$ cat src/rtl/calendar_display_scan_pkg.sv
// Shared constants for the calendar display scanner: page encoding, BCD digit values and
// 7-segment patterns. Page state is also the scanner's FSM state.
package calendar_display_scan_pkg;

   localparam int BCD_BIT_WIDTH = 4;

   localparam logic [BCD_BIT_WIDTH-1:0] BCD_0 = 4'd0;
   localparam logic [BCD_BIT_WIDTH-1:0] BCD_1 = 4'd1;
   localparam logic [BCD_BIT_WIDTH-1:0] BCD_2 = 4'd2;
   localparam logic [BCD_BIT_WIDTH-1:0] BCD_3 = 4'd3;
   localparam logic [BCD_BIT_WIDTH-1:0] BCD_4 = 4'd4;
   localparam logic [BCD_BIT_WIDTH-1:0] BCD_5 = 4'd5;
   localparam logic [BCD_BIT_WIDTH-1:0] BCD_6 = 4'd6;
   localparam logic [BCD_BIT_WIDTH-1:0] BCD_7 = 4'd7;
   localparam logic [BCD_BIT_WIDTH-1:0] BCD_8 = 4'd8;
   localparam logic [BCD_BIT_WIDTH-1:0] BCD_9 = 4'd9;

   typedef enum logic [1:0] {
      PAGE_HM = 2'd0,
      PAGE_MS = 2'd1,
      PAGE_MD = 2'd2,
      PAGE_YR = 2'd3
   } page_e;

   localparam logic [7:0] SEG_BLANK = 8'hFF;
   localparam logic [6:0] SEG_DASH  = 7'h3F;

   function automatic page_e next_page(input page_e p);
      return page_e'(p + 2'd1);
   endfunction

endpackage

$ cat src/rtl/calendar_display_scan_bcd_to_seg7.sv
// Combinational BCD to active-low 7-segment decoder ({g,f,e,d,c,b,a}).
// Non-decimal codes 10-15 render as a dash.
module bcd_to_seg7
   import calendar_display_scan_pkg::*;
(
   input  logic [BCD_BIT_WIDTH-1:0] bcd_i,
   output logic [6:0]               seg_o
);

   always_comb begin
      seg_o = SEG_DASH;
      case (bcd_i)
         BCD_0:   seg_o = 7'h40;
         BCD_1:   seg_o = 7'h79;
         BCD_2:   seg_o = 7'h24;
         BCD_3:   seg_o = 7'h30;
         BCD_4:   seg_o = 7'h19;
         BCD_5:   seg_o = 7'h12;
         BCD_6:   seg_o = 7'h02;
         BCD_7:   seg_o = 7'h78;
         BCD_8:   seg_o = 7'h00;
         BCD_9:   seg_o = 7'h10;
         default: seg_o = SEG_DASH;
      endcase
   end

endmodule

$ cat src/rtl/calendar_display_scan.sv
// Time-multiplexed 4-digit common-anode driver for the calendar counter (HH.MM, MM.SS, MO.DD, year).
// Define DISP_AUTO_ROTATE_EN to compile in automatic page rotation every ROTATE_FRAMES frames.
module calendar_display_scan
   import calendar_display_scan_pkg::*;
#(
   parameter int SCAN_DIV      = 25000,
   parameter int ROTATE_FRAMES = 1600
)
(
   input  logic                     clk,
   input  logic                     rst,
   input  logic [BCD_BIT_WIDTH-1:0] sec1,
   input  logic [BCD_BIT_WIDTH-1:0] sec0,
   input  logic [BCD_BIT_WIDTH-1:0] min1,
   input  logic [BCD_BIT_WIDTH-1:0] min0,
   input  logic [BCD_BIT_WIDTH-1:0] hour1,
   input  logic [BCD_BIT_WIDTH-1:0] hour0,
   input  logic [BCD_BIT_WIDTH-1:0] day1,
   input  logic [BCD_BIT_WIDTH-1:0] day0,
   input  logic [BCD_BIT_WIDTH-1:0] month1,
   input  logic [BCD_BIT_WIDTH-1:0] month0,
   input  logic [BCD_BIT_WIDTH-1:0] year2,
   input  logic [BCD_BIT_WIDTH-1:0] year1,
   input  logic [BCD_BIT_WIDTH-1:0] year0,
   input  logic                     page_next,
   output logic [7:0]               seg,
   output logic [3:0]               an,
   output logic [1:0]               page
);

   localparam int DIV_W = (SCAN_DIV > 1) ? $clog2(SCAN_DIV) : 1;
   localparam logic [DIV_W-1:0] DIV_LAST = DIV_W'(SCAN_DIV - 1);

   if (SCAN_DIV < 2 || ROTATE_FRAMES < 1) begin : g_bad_params
      $error("calendar_display_scan: SCAN_DIV must be >= 2 and ROTATE_FRAMES >= 1");
   end

   logic [DIV_W-1:0]  div_q, div_d;
   logic [1:0]        idx_q, idx_d;
   page_e             page_q, page_d;
   logic              pending_q, pending_d;
   logic              colon_q, colon_d;
   logic [BCD_BIT_WIDTH-1:0] sec0_q;
   // Index 0 = sec0 ... 12 = year2
   logic [12:0][BCD_BIT_WIDTH-1:0] snap_q, snap_d;
   logic [3:0]        an_q, an_d;
   logic [7:0]        seg_q, seg_d;

   logic              tick, boundary, auto_adv, advance;
   logic [BCD_BIT_WIDTH-1:0] digit;
   logic              blank, dp_lit;
   logic [6:0]        glyph;

`ifdef DISP_AUTO_ROTATE_EN
   localparam int FRAME_W = (ROTATE_FRAMES > 1) ? $clog2(ROTATE_FRAMES) : 1;
   localparam logic [FRAME_W-1:0] FRAME_LAST = FRAME_W'(ROTATE_FRAMES - 1);

   logic [FRAME_W-1:0] frame_q, frame_d;

   always_comb begin
      auto_adv = boundary && (frame_q == FRAME_LAST);
      frame_d  = frame_q;
      if (page_next) begin
         frame_d = '0;
      end else if (boundary) begin
         frame_d = auto_adv ? '0 : frame_q + FRAME_W'(1);
      end
   end

   always_ff @(posedge clk) begin
      if (rst) frame_q <= '0;
      else     frame_q <= frame_d;
   end
`else
   assign auto_adv = 1'b0;
`endif

   // Divider, slot index, page FSM, snapshot and colon next-state
   always_comb begin
      tick      = (div_q == DIV_LAST);
      boundary  = tick && (idx_q == 2'd3);
      div_d     = tick ? '0 : div_q + DIV_W'(1);
      idx_d     = tick ? idx_q + 2'd1 : idx_q;
      snap_d    = snap_q;
      page_d    = page_q;
      pending_d = pending_q | page_next;
      advance   = boundary && (pending_q || page_next || auto_adv);
      if (boundary) begin
         snap_d    = {year2, year1, year0, month1, month0, day1, day0,
                      hour1, hour0, min1, min0, sec1, sec0};
         pending_d = 1'b0;
      end
      if (advance) page_d = next_page(page_q);
      colon_d = colon_q ^ (sec0 != sec0_q);
   end

   // Digit selection for the current slot from the frozen snapshot
   always_comb begin
      digit  = '0;
      blank  = 1'b0;
      dp_lit = 1'b0;
      case (page_q)
         PAGE_HM: begin
            digit  = snap_q[2 + idx_q];
            dp_lit = (idx_q == 2'd2) && colon_q;
         end
         PAGE_MS: begin
            digit  = snap_q[idx_q];
            dp_lit = (idx_q == 2'd2);
         end
         PAGE_MD: begin
            digit  = snap_q[6 + idx_q];
            dp_lit = (idx_q == 2'd2);
         end
         default: begin
            if (idx_q == 2'd3) blank = 1'b1;
            else               digit = snap_q[10 + idx_q];
         end
      endcase
   end

   bcd_to_seg7 u_dec (
      .bcd_i (digit),
      .seg_o (glyph)
   );

   always_comb begin
      an_d  = ~(4'b0001 << idx_q);
      seg_d = blank ? SEG_BLANK : {~dp_lit, glyph};
   end

   always_ff @(posedge clk) begin
      if (rst) begin
         div_q     <= '0;
         idx_q     <= '0;
         page_q    <= PAGE_HM;
         pending_q <= 1'b0;
         snap_q    <= '0;
         colon_q   <= 1'b0;
         sec0_q    <= '0;
         an_q      <= 4'hF;
         seg_q     <= SEG_BLANK;
      end else begin
         div_q     <= div_d;
         idx_q     <= idx_d;
         page_q    <= page_d;
         pending_q <= pending_d;
         snap_q    <= snap_d;
         colon_q   <= colon_d;
         sec0_q    <= sec0;
         an_q      <= an_d;
         seg_q     <= seg_d;
      end
   end

   assign an   = an_q;
   assign seg  = seg_q;
   assign page = page_q;

endmodule

$ cat config.mk
export PLATFORM = sky130hd
export DESIGN_NAME = calendar_display_scan
export DESIGN_NICKNAME = d
export VERILOG_FILES = /design/src/rtl/calendar_display_scan_pkg.sv /design/src/rtl/calendar_display_scan_bcd_to_seg7.sv /design/src/rtl/calendar_display_scan.sv
export SDC_FILE = /design/constraint.sdc
export NUM_CORES = 1
export LEC_CHECK = 0
export CAP_MARGIN = 20
export CORE_MARGIN = 2
export CORE_UTILIZATION = 55
export DETAILED_ROUTE_END_ITERATION = 6
export GPL_TIMING_DRIVEN = 0
export PLACE_DENSITY = 0.91
export SLEW_MARGIN = 20
export SYNTH_ARGS = -nofsm -noshare
export SYNTH_HDL_FRONTEND = slang
export SYNTH_SLANG_ARGS = --single-unit
$ cat constraint.sdc
create_clock -name clk -period 4.8 [get_ports clk]
set_input_delay 0.96 -clock clk [delete_from_list [all_inputs] [get_ports clk]]
set_output_delay 0.96 -clock clk [all_outputs]
set_load 0.02 [all_outputs]
## Word-level counts from Yosys, hierarchy flattened

Memory sizes are Yosys's and may differ from the RTL's. A register that Yosys moved wholly into a read port is not among the register bits.
Index checks and enable logic that the tools add are counted.

| word-level totals | value |
|---|---|
| bits in writable memories | 0 |
| memories kept | 1 |
| word-level logic and storage cells | 66 |
| bits in latches | 0 |
| register bits | 89 |
| bits in read-only memories | 112 |
| output and inout bits | 14 |

Memories:

| name | words | bits a word | read ports | clocked after Yosys merged registers in | write ports | line | source |
|---|---|---|---|---|---|---|---|
| (name not given) | 16 | 7 | 1 | 1 | 0 | calendar_display_scan_bcd_to_seg7.sv:12 | `case (bcd_i)` |

| operators by class | value |
|---|---|
| mux-type cells | 13 |
| shift operators | 1 |
| bitwise gates (word level) | 4 |
| div/mod/pow operators | 0 |
| order comparisons | 4 |
| equal/unequal tests | 6 |
| reduce and logical (&&, ||, !) cells | 10 |
| $add $sub $neg | 6 |
| $mul | 0 |

Operators by type and width:

| cell | number |
|---|---|
| binary-select mux 4 bit (select 4 bit) | 3 |
| two-way mux 4 bit | 5 |
| adder 15 x 1 -> 15 bit (second input constant) | 1 |
| equality test 15 bit (second input constant) | 1 |
| one-hot mux 4 bit (3 select lines) | 1 |
| binary-select mux 4 bit (select 2 bit) | 1 |
| OR reduction 2 bit | 4 |
| equality test 2 bit (second input constant) | 3 |
| adder 4 x 2 -> 5 bit (first input constant) | 1 |
| < comparator 2 x 5 -> 1 bit (second input constant) | 1 |
| < comparator 3 x 5 -> 1 bit (second input constant) | 1 |
| < comparator 4 x 5 -> 1 bit (second input constant) | 1 |
| < comparator 5 bit (second input constant) | 1 |
| adder 2 x 1 -> 2 bit (second input constant) | 2 |
| adder 3 x 2 -> 4 bit (first input constant) | 1 |
| inequality test 4 bit | 1 |
| NOT 4 bit | 1 |
| << shifter 1 x 2 -> 4 bit (first input constant) | 1 |
| adder 2 x 2 -> 3 bit (first input constant) | 1 |
| logical AND 1 bit | 3 |
| OR reduction 3 bit | 1 |
| equality test 2 x 1 -> 1 bit (second input constant) | 1 |
| zero test 2 bit | 1 |
| two-way mux 1 bit | 2 |
| other kinds (5) | 5 |

## Logic depth before layout (Yosys ltp)

Gate-level depths: netlist of run 1.

| logic depth | value |
|---|---|
| depth after elaboration | 5 |
| gate-level depth with buffers | 11 |
| depth with buffers taken out | 10 |

## Cells and area by module

Synthesis of run 1 repeated with hierarchy kept, for this count alone.

| second synthesis, totals | value |
|---|---|
| cells, all modules | 422 |
| area, all modules | 4117.7 sq um |

By module, submodules not included:

| module | sequential area each (sq um) | area an instance (sq um) | times used | cells an instance |
|---|---|---|---|---|
| calendar_display_scan | 1781.7 | 3912.5 | 1 | 389 |
| bcd_to_seg7 | 0.0 | 205.2 | 1 | 33 |

## Worst setup path after synthesis of run 1

No wires, ideal clock.

| timing | value |
|---|---|
| path type | reg-to-reg |
| start point | reg page_q[0] (netlist: page[0]) |
| end point | reg seg_q[5] (netlist: seg[5]) |
| buffers on the path | 0 |
| cell stages (with the launch flop) | 11 |
| data required time | 4661 ps |
| period minus slack after synthesis | 2338 ps |
| slack | 2462 ps |
| library setup time | 139 ps |
| arrival | 2199 ps |
| path through | dfxtp_1 > inv_1 > ha_1 > nand2_1 > o22a_1 > o21ai_1 > o41ai_4 > inv_2 > ha_1 > nor3_1 > o21ai_1 |

| on the way | value |
|---|---|
| word-level cells in the longest chain between the ends | 4 |

RTL lines:

| what | line | source |
|---|---|---|
| start: declaration | calendar_display_scan.sv:40 | `page_e page_q, page_d;` |
| start signal: assignment | calendar_display_scan.sv:146 | `page_q <= page_d;` |
| equality test 2 bit (tied with other cells) | calendar_display_scan.sv:102 | `case (page_q)` |
| OR reduction 3 bit (no source line) | -- |  |
| two-way mux 1 bit | calendar_display_scan.sv:102 |  |
| OR reduction 2 bit (no source line) | -- |  |
| end: declaration | calendar_display_scan.sv:47 | `logic [7:0] seg_q, seg_d;` |

Several ways; a longest one is shown, not always the timed one.
A chain may end at the register's enable or synchronous reset.

## Worst setup path in the final report of run 1

Same ends and word-level chain as after synthesis.

==> results.json, run 1 <==
{
  "rr_startpoint": "page[0]",
  "cp.required_ns": 5.01,
  "yosys.area_share.adder_pct": 4.11,
  "yosys.area_share.simple_pct": 19.7,
  "post_drt_via_cell_ratio": 5.43,
  "min_to": "snap_q[8]",
  "grt_use_total_pct": 25.0,
  "fin_crit_sh_pct": 54.9,
  "mostFrequentLayoutCells": "118 x nand2_1, 89 x dfxtp_1, 68 x clkdlybuf4s50_1, 57 x a21oi_1, 28 x nor2_1",
  "drc": 0,
  "clock.fmax_ghz": 0.379,
  "die_h_um": 88.8,
  "hold_depth": 2,
  "std_cell_rows": 30,
  "core_sq_mm": 0.00687,
  "peakVddDrop_mv": 0.175,
  "postCtsSetupBuffers": 0,
  "n_antenna_cell": 0,
  "clock_sinks": 89,
  "period_minus_slack_ns": 2.64,
  "synthToLayoutAreaGrowth_pct": 25.2,
  "die-area_sq_mm": 0.00788,
  "cts_inserted_buffers": 9,
  "ant_nets": 0,
  "drtIter0Drc": 234,
  "slowest_delay_ns": 0.53,
  "skew_ns": 0.0112,
  "ys_async_sr_fraction_pct": 0,
  "synth_edf_count": 0,
  "syn-num-nets": 524,
  "cts_max_path_buffers": 2,
  "die_x_um": 88.8,
  "start_util_pct": 57.6,
  "port_buffers": 68,
  "dp_hpwl_um": 6870,
  "finalSetupViolations": 0,
  "post-route-util_pct": 72.1,
  "syn-instance-count": 456,
  "grt_max_degree": 14,
  "status": "finished, final reports clean",
  "synth_cell_types": 49,
  "min_from": "snap_q[8]",
  "synth_ff_type": "dfxtp_1",
  "synth_compound_area_share_pct": 15.3,
  "slew_headroom_pct": 45.5,
  "vias": 3447,
  "hold_violations": 0,
  "cts-root-buf": "clkbuf_8",
  "whs_ns": 0.457,
  "nets": 603,
  "grt_pass1_vias": 3366,
  "grt_pass1_wl_um": 15200,
  "cpMaxStageDelayCell": "o41ai_4",
  "cap_violations": 0,
  "hold_class": "reg2reg",
  "antenna_found_initial": 0,
  "cts_resized": 0,
  "synth-xor-area-share_pct": 4.21,
  "reg2reg_depth": 10,
  "ys_seq_area_share_pct": 45.1,
  "hold_buffers": 0,
  "p_leak_nw": 1.71,
  "crit_arrival_ns": 2.85,
  "ios": 69,
  "p_per_area_mw_per_mm2": 272,
  "crit_path_max_fanout": 7,
  "start_kind": "register",
  "end_kind": "register",
  "maxSlewViolCount": 0,
  "finalSetupTns_ns": 0,
  "ys_warn_count": 0,
  "gr-total-overflow": 0,
  "r2r_end": "seg[5]",
  "rsz0062_at_grt": "false",
  "reg2reg_slack_ns": 2.16,
  "cts_tree": "yes",
  "wire_per_inst_um": 14.8,
  "avgSynthCellArea_sq_um": 8.67,
  "wirelength_um": 9400,
  "crit_chain": "inv_1 > ha_1 > nand2_1 > o22a_1 > o21ai_1 > o41ai_4 > inv_2 > ha_1 > nor3_1 > o21ai_1",
  "max_slew.worst_pin.slew_ns": 0.814,
  "syn-cell-area_sq_mm": 0.00395,
  "place.gp.congestion": 0.863,
  "cts.reportedPaths.clkPinSlew_ns": 0.08,
  "layout_commonest_cell": "nand2_1",
  "drive_above_1_share_pct": 7.05,
  "dr.pass1.iters": 4,
  "clkLatencyLatePin_ns": 0.36,
  "criticalPathCategory": "reg2reg",
  "h-tree-depth": 3,
  "synth_seq_cells": 89,
  "synth_top_family_by_area": "simple AND/OR/NAND/NOR gates",
  "synthMuxAreaShare_pct": 7.22
}
worst max-delay path, delay by kind of cell (launching register included):
| kind | cells | cell delay (ns) |
|---|---|---|
| DFF | 1 | 0.45 |
| AOI/OAI and AO/OA | 4 | 0.88 |
| adders and majority gates | 2 | 0.51 |
| and+or+nand+nor | 2 | 0.39 |
| buffers and inverters | 2 | 0.28 |
final cells by class:
class	count	area, sq um
inverters	9	33.8
flip-flops and latches	89	1780
multi-input cells	333	2000
clock buffers	12	155
fillers	486	1920
clock inverters	3	40.0
well taps	96	120
repair buffers	68	681
plain buffers	25	136
cells in the mapped netlist (all sizes together), types with 2 or more instances:
cell,n,area (sq um)
nand3,6,30.0
mux2i,16,173
inv,8,30.0
a21oi,57,285
o22ai,5,31.3
nor3,4,20.0
dfxtp,89,1780
a221oi,2,17.5
nand4,3,18.8
clkbuf,15,56.3
mux4,3,67.6
and3,4,30.0
o21a,2,23.8
o21ai,13,76.3
a2111o,2,22.5
xor2,7,61.3
buf,10,80.1
mux2,4,45.0
and2,3,18.8
xnor2,12,105
nand2b,7,43.8
nor2b,4,25.0
o2111ai,2,17.5
o22a,5,43.8
nand2,118,443
or2,2,12.5
nor2,28,105
a211oi,2,15.0
ha,13,163
metrics by stage:
step	total power [mW]	std cells	cell area [sq um]	setup slack, ns
6_report	1.35	635	4950	2.16
4_1_cts	1.35	635	4950	2.21
2_1_floorplan	0.793	456	3950	2.46
5_1_grt	1.39	635	4950	1.99
3_5_place_dp	0.852	620	4750	2.22
3_3_place_gp	0.850	620	4750	2.25
state kept, by name, indices dropped and copies added (netlist names):
| signal | cells |
|---|---|
| an | 4 |
| sec0_q | 4 |
| page | 2 |
| pending_q | 1 |
| colon_q | 1 |
| div_q | 15 |
| snap_q | 52 |
| idx_q | 2 |
| seg | 8 |
where the power goes:
group | total, mW | internal (mW) | switching [mW]
registers | 0.751 | 0.746 | 0.00433
logic | 0.0846 | 0.0534 | 0.0312
clock network | 0.510 | 0.265 | 0.245
total | 1.35 | 1.06 | 0.281
worst max-delay path by stage:
stage | start | endpoint
6_report | page[0] | seg[5]
5_1_grt | page[0] | seg[5]
4_1_cts | page[0] | seg[5]
3_5_place_dp | rst | snap_q[33]
3_3_place_gp | rst | idx_q[0]
2_1_floorplan | page[0] | seg[5]
metal layers:
metal  GRT usage, %  wire, um  up-vias
met2           44.6      4700      107
li1               -         -     1692
met1           30.2      3920     1624
met3           3.73       575       24
met4           9.64       202        0
met5              0         0        -
cells by family (layout without fill, tap and decap cells):
family	Yosys count	in the layout
AND/OR/NAND/NOR	183	183
AO/OA/AOI/OAI	95	95
flip-flops	89	89
buffers and inverters	34	117
multiplexers	23	23
XOR/XNOR	19	19
adder cells (fa/ha/maj)	13	13
No activity file was read; power rests on OpenSTA's default activity.
==> run 2, diff against run 1 <==
- CORE_UTILIZATION: 55 -> 47
- PLACE_DENSITY: 0.91 -> 0.83
- clock period: 4.8 -> 2.2 ns (I/O delays scaled with it)
==> run 2 against run 1 <==
Compared with the run above:
- the run now ends with setup timing left
- global-route usage fell by 4.1 points
- first-iteration DRC count is 24% lower
- worst setup slack worse by 2.2 ns
- critical endpoint unchanged
- sequential power rose by 120%
- critical path type unchanged
- combinational power rose by 120%
- sequential share of layout area fell by 1.5 points
==> results.json, run 2 (synthesis results as in run 1) <==
{
  "grt_use_total_pct": 20.9,
  "core_sq_mm": 0.00818,
  "multiInputGateArea_sq_mm": 0.00209,
  "gr-total-overflow": 0,
  "cap_violations": 0,
  "maxSlewViolCount": 0,
  "dp.cells": 629,
  "switching_share_pct": 23.6,
  "max_slew.worst_pin.slew_ns": 0.673,
  "grt_pass1_vias": 3246,
  "crit_path_max_fanout": 5,
  "die-area_sq_mm": 0.00916,
  "startpoint": "page[1]",
  "h-tree-depth": 3,
  "rr_startpoint": "page[1]",
  "fin_crit_sh_pct": 102,
  "grt_max_degree": 16,
  "skew_ns": 0.00829,
  "peakVddDrop_mv": 0.280,
  "cts_inserted_buffers": 9,
  "layout_commonest_cell": "nand2_1",
  "cp.required_ns": 2.42,
  "port_buffers": 68,
  "mostFrequentLayoutCells": "117 x nand2_1, 86 x dfxtp_1, 68 x clkdlybuf4s50_1, 57 x a21oi_1, 26 x nor2_1",
  "synthToLayoutAreaGrowth_pct": 31.2,
  "nets": 620,
  "internal-power_mw": 2.15,
  "dr.pass1.iters": 4,
  "drive_above_1_share_pct": 14.9,
  "clock_sinks": 89,
  "ios": 69,
  "reg2reg_slack_ns": -0.05,
  "antenna_found_initial": 0,
  "wire_per_inst_um": 14.2,
  "cts-root-buf": "clkbuf_8",
  "drtIter0Drc": 177,
  "criticalPathCategory": "reg2reg",
  "clock.fmax_ghz": 0.445,
  "cts_tree": "yes",
  "combPwrFrac_pct": 6.5,
  "reg2reg_depth": 10,
  "post-route-util_pct": 63.5,
  "power.switching_uw": 665,
  "start_util_pct": 48.4,
  "die_h_um": 95.7,
  "pwr-share-seq_pct": 58.1,
  "hold_depth": 1,
  "seq_area_sq_mm": 0.00179,
  "clkLatencyLatePin_ns": 0.36,
  "power.total_mw": 2.81,
  "power.share.clock_pct": 35.4,
  "drc": 0,
  "wirelength_um": 9400,
  "period_minus_slack_ns": 2.25,
  "p_per_area_mw_per_mm2": 542,
  "status": "finished with violations",
  "ant_nets": 0,
  "std_cell_rows": 33,
  "cts.reportedPaths.clkPinSlew_ns": 0.09,
  "start_kind": "register",
  "n_antenna_cell": 0,
  "post_drt_via_cell_ratio": 5.20,
  "hold_buffers": 0,
  "end_kind": "register",
  "place.gp.congestion": 0.912,
  "r2r_end": "seg[5]",
  "p_leak_nw": 1.81,
  "pre_cts_ws_ns": -0.230,
  "top_register": "snap_q",
  "violations": "setup timing",
  "grt_pass1_wl_um": 14800,
  "crit_arrival_ns": 2.47,
  "hold_class": "reg2reg",
  "instances_no_fill": 661,
  "die_x_um": 95.7,
  "slew_headroom_pct": 55.1,
  "fin_ws_ns": -0.0471,
  "finalSetupViolations": 3,
  "dp_hpwl_um": 6800,
  "rsz0062_at_grt": "true",
  "crit_end": "seg[5]",
  "cts_max_path_buffers": 2,
  "vias": 3434,
  "largest_reg_flops": 52,
  "n_fill_cell": 682,
  "hold_violations": 0
}
[run 2: cell count changes in the layout (fill, tap and decap cells not counted), moves of 3 or more]
cell        before  now
buf_4            1   18
clkbuf_1        16    9
clkbuf_2         0    5
clkinvlp_4       0    3
dfxtp_1         89   86
ha_1            13    8
ha_2             0    3
[run 2: layout make-up]
| cell class | count | area share, % |
|---|---|---|
| buffer | 25 | 2.94 |
| clock buffer | 9 | 2.39 |
| clock inverter | 6 | 0.868 |
| inverter | 9 | 0.699 |
| multi-input combinational | 333 | 40.3 |
| sequential | 89 | 34.5 |
| tap | 105 | 2.53 |
| timing repair buffer | 85 | 15.7 |
[run 2: power by group through the flow]
| stage | clock network, mW | logic, mW | registers, mW |
|---|---|---|---|
| after global routing | 1.09 | 0.198 | 1.64 |
| after global placement | 0 | 0.181 | 1.67 |
| after floorplan | 0 | 0.0470 | 1.68 |
| after CTS | 1.01 | 0.185 | 1.64 |
| after detailed placement | 0 | 0.183 | 1.68 |
| final | 0.995 | 0.184 | 1.64 |
[run 2: worst min path at each step]
stage                           from         end  slack [ns]
after floorplan             div_q[0]    div_q[0]        0.42
after global placement      div_q[0]    div_q[0]        0.43
after detailed placement    div_q[0]    div_q[0]        0.44
after CTS                 snap_q[32]  snap_q[32]        0.46
after global routing      snap_q[27]  snap_q[27]        0.48
final                       div_q[0]    div_q[0]        0.46
[run 2: repair_timing]
item | in CTS | in global routing
resized for setup | 16 | 26
endpoints found under the setup margin | 58 | 59
setup buffers | 9 | 8
pin swaps | 4 | 9
[run 2: through the flow]
step | setup TNS [ns] | cell area (sq um) | hold WS, ns
floorplan | 0 | 3960 | 0.418
global placement | -1.15 | 4770 | 0.427
detailed placement | -2.92 | 4770 | 0.442
CTS | -0.00414 | 5050 | 0.461
global route | -0.546 | 5190 | 0.477
finish | -0.0702 | 5190 | 0.455
[run 2: critical path: stages (launching register included)]
cell and delay [ns]:
dfxtp_4 0.37, inv_1 0.08, ha_2 0.21, nand2b_1 0.14, o22a_1 0.19, o21ai_2 0.08
o41ai_4 0.42, inv_2 0.12, buf_4 0.17, a211oi_1 0.20, o21ai_1 0.10
[run 2: metal layers]
layer	global-route usage (%)	vias to the layer above	routed length, um
li1	-	1725	-
met1	26.5	1609	4220
met2	34.6	84	4550
met3	3.76	16	428
met4	9.64	0	201
met5	0	-	0
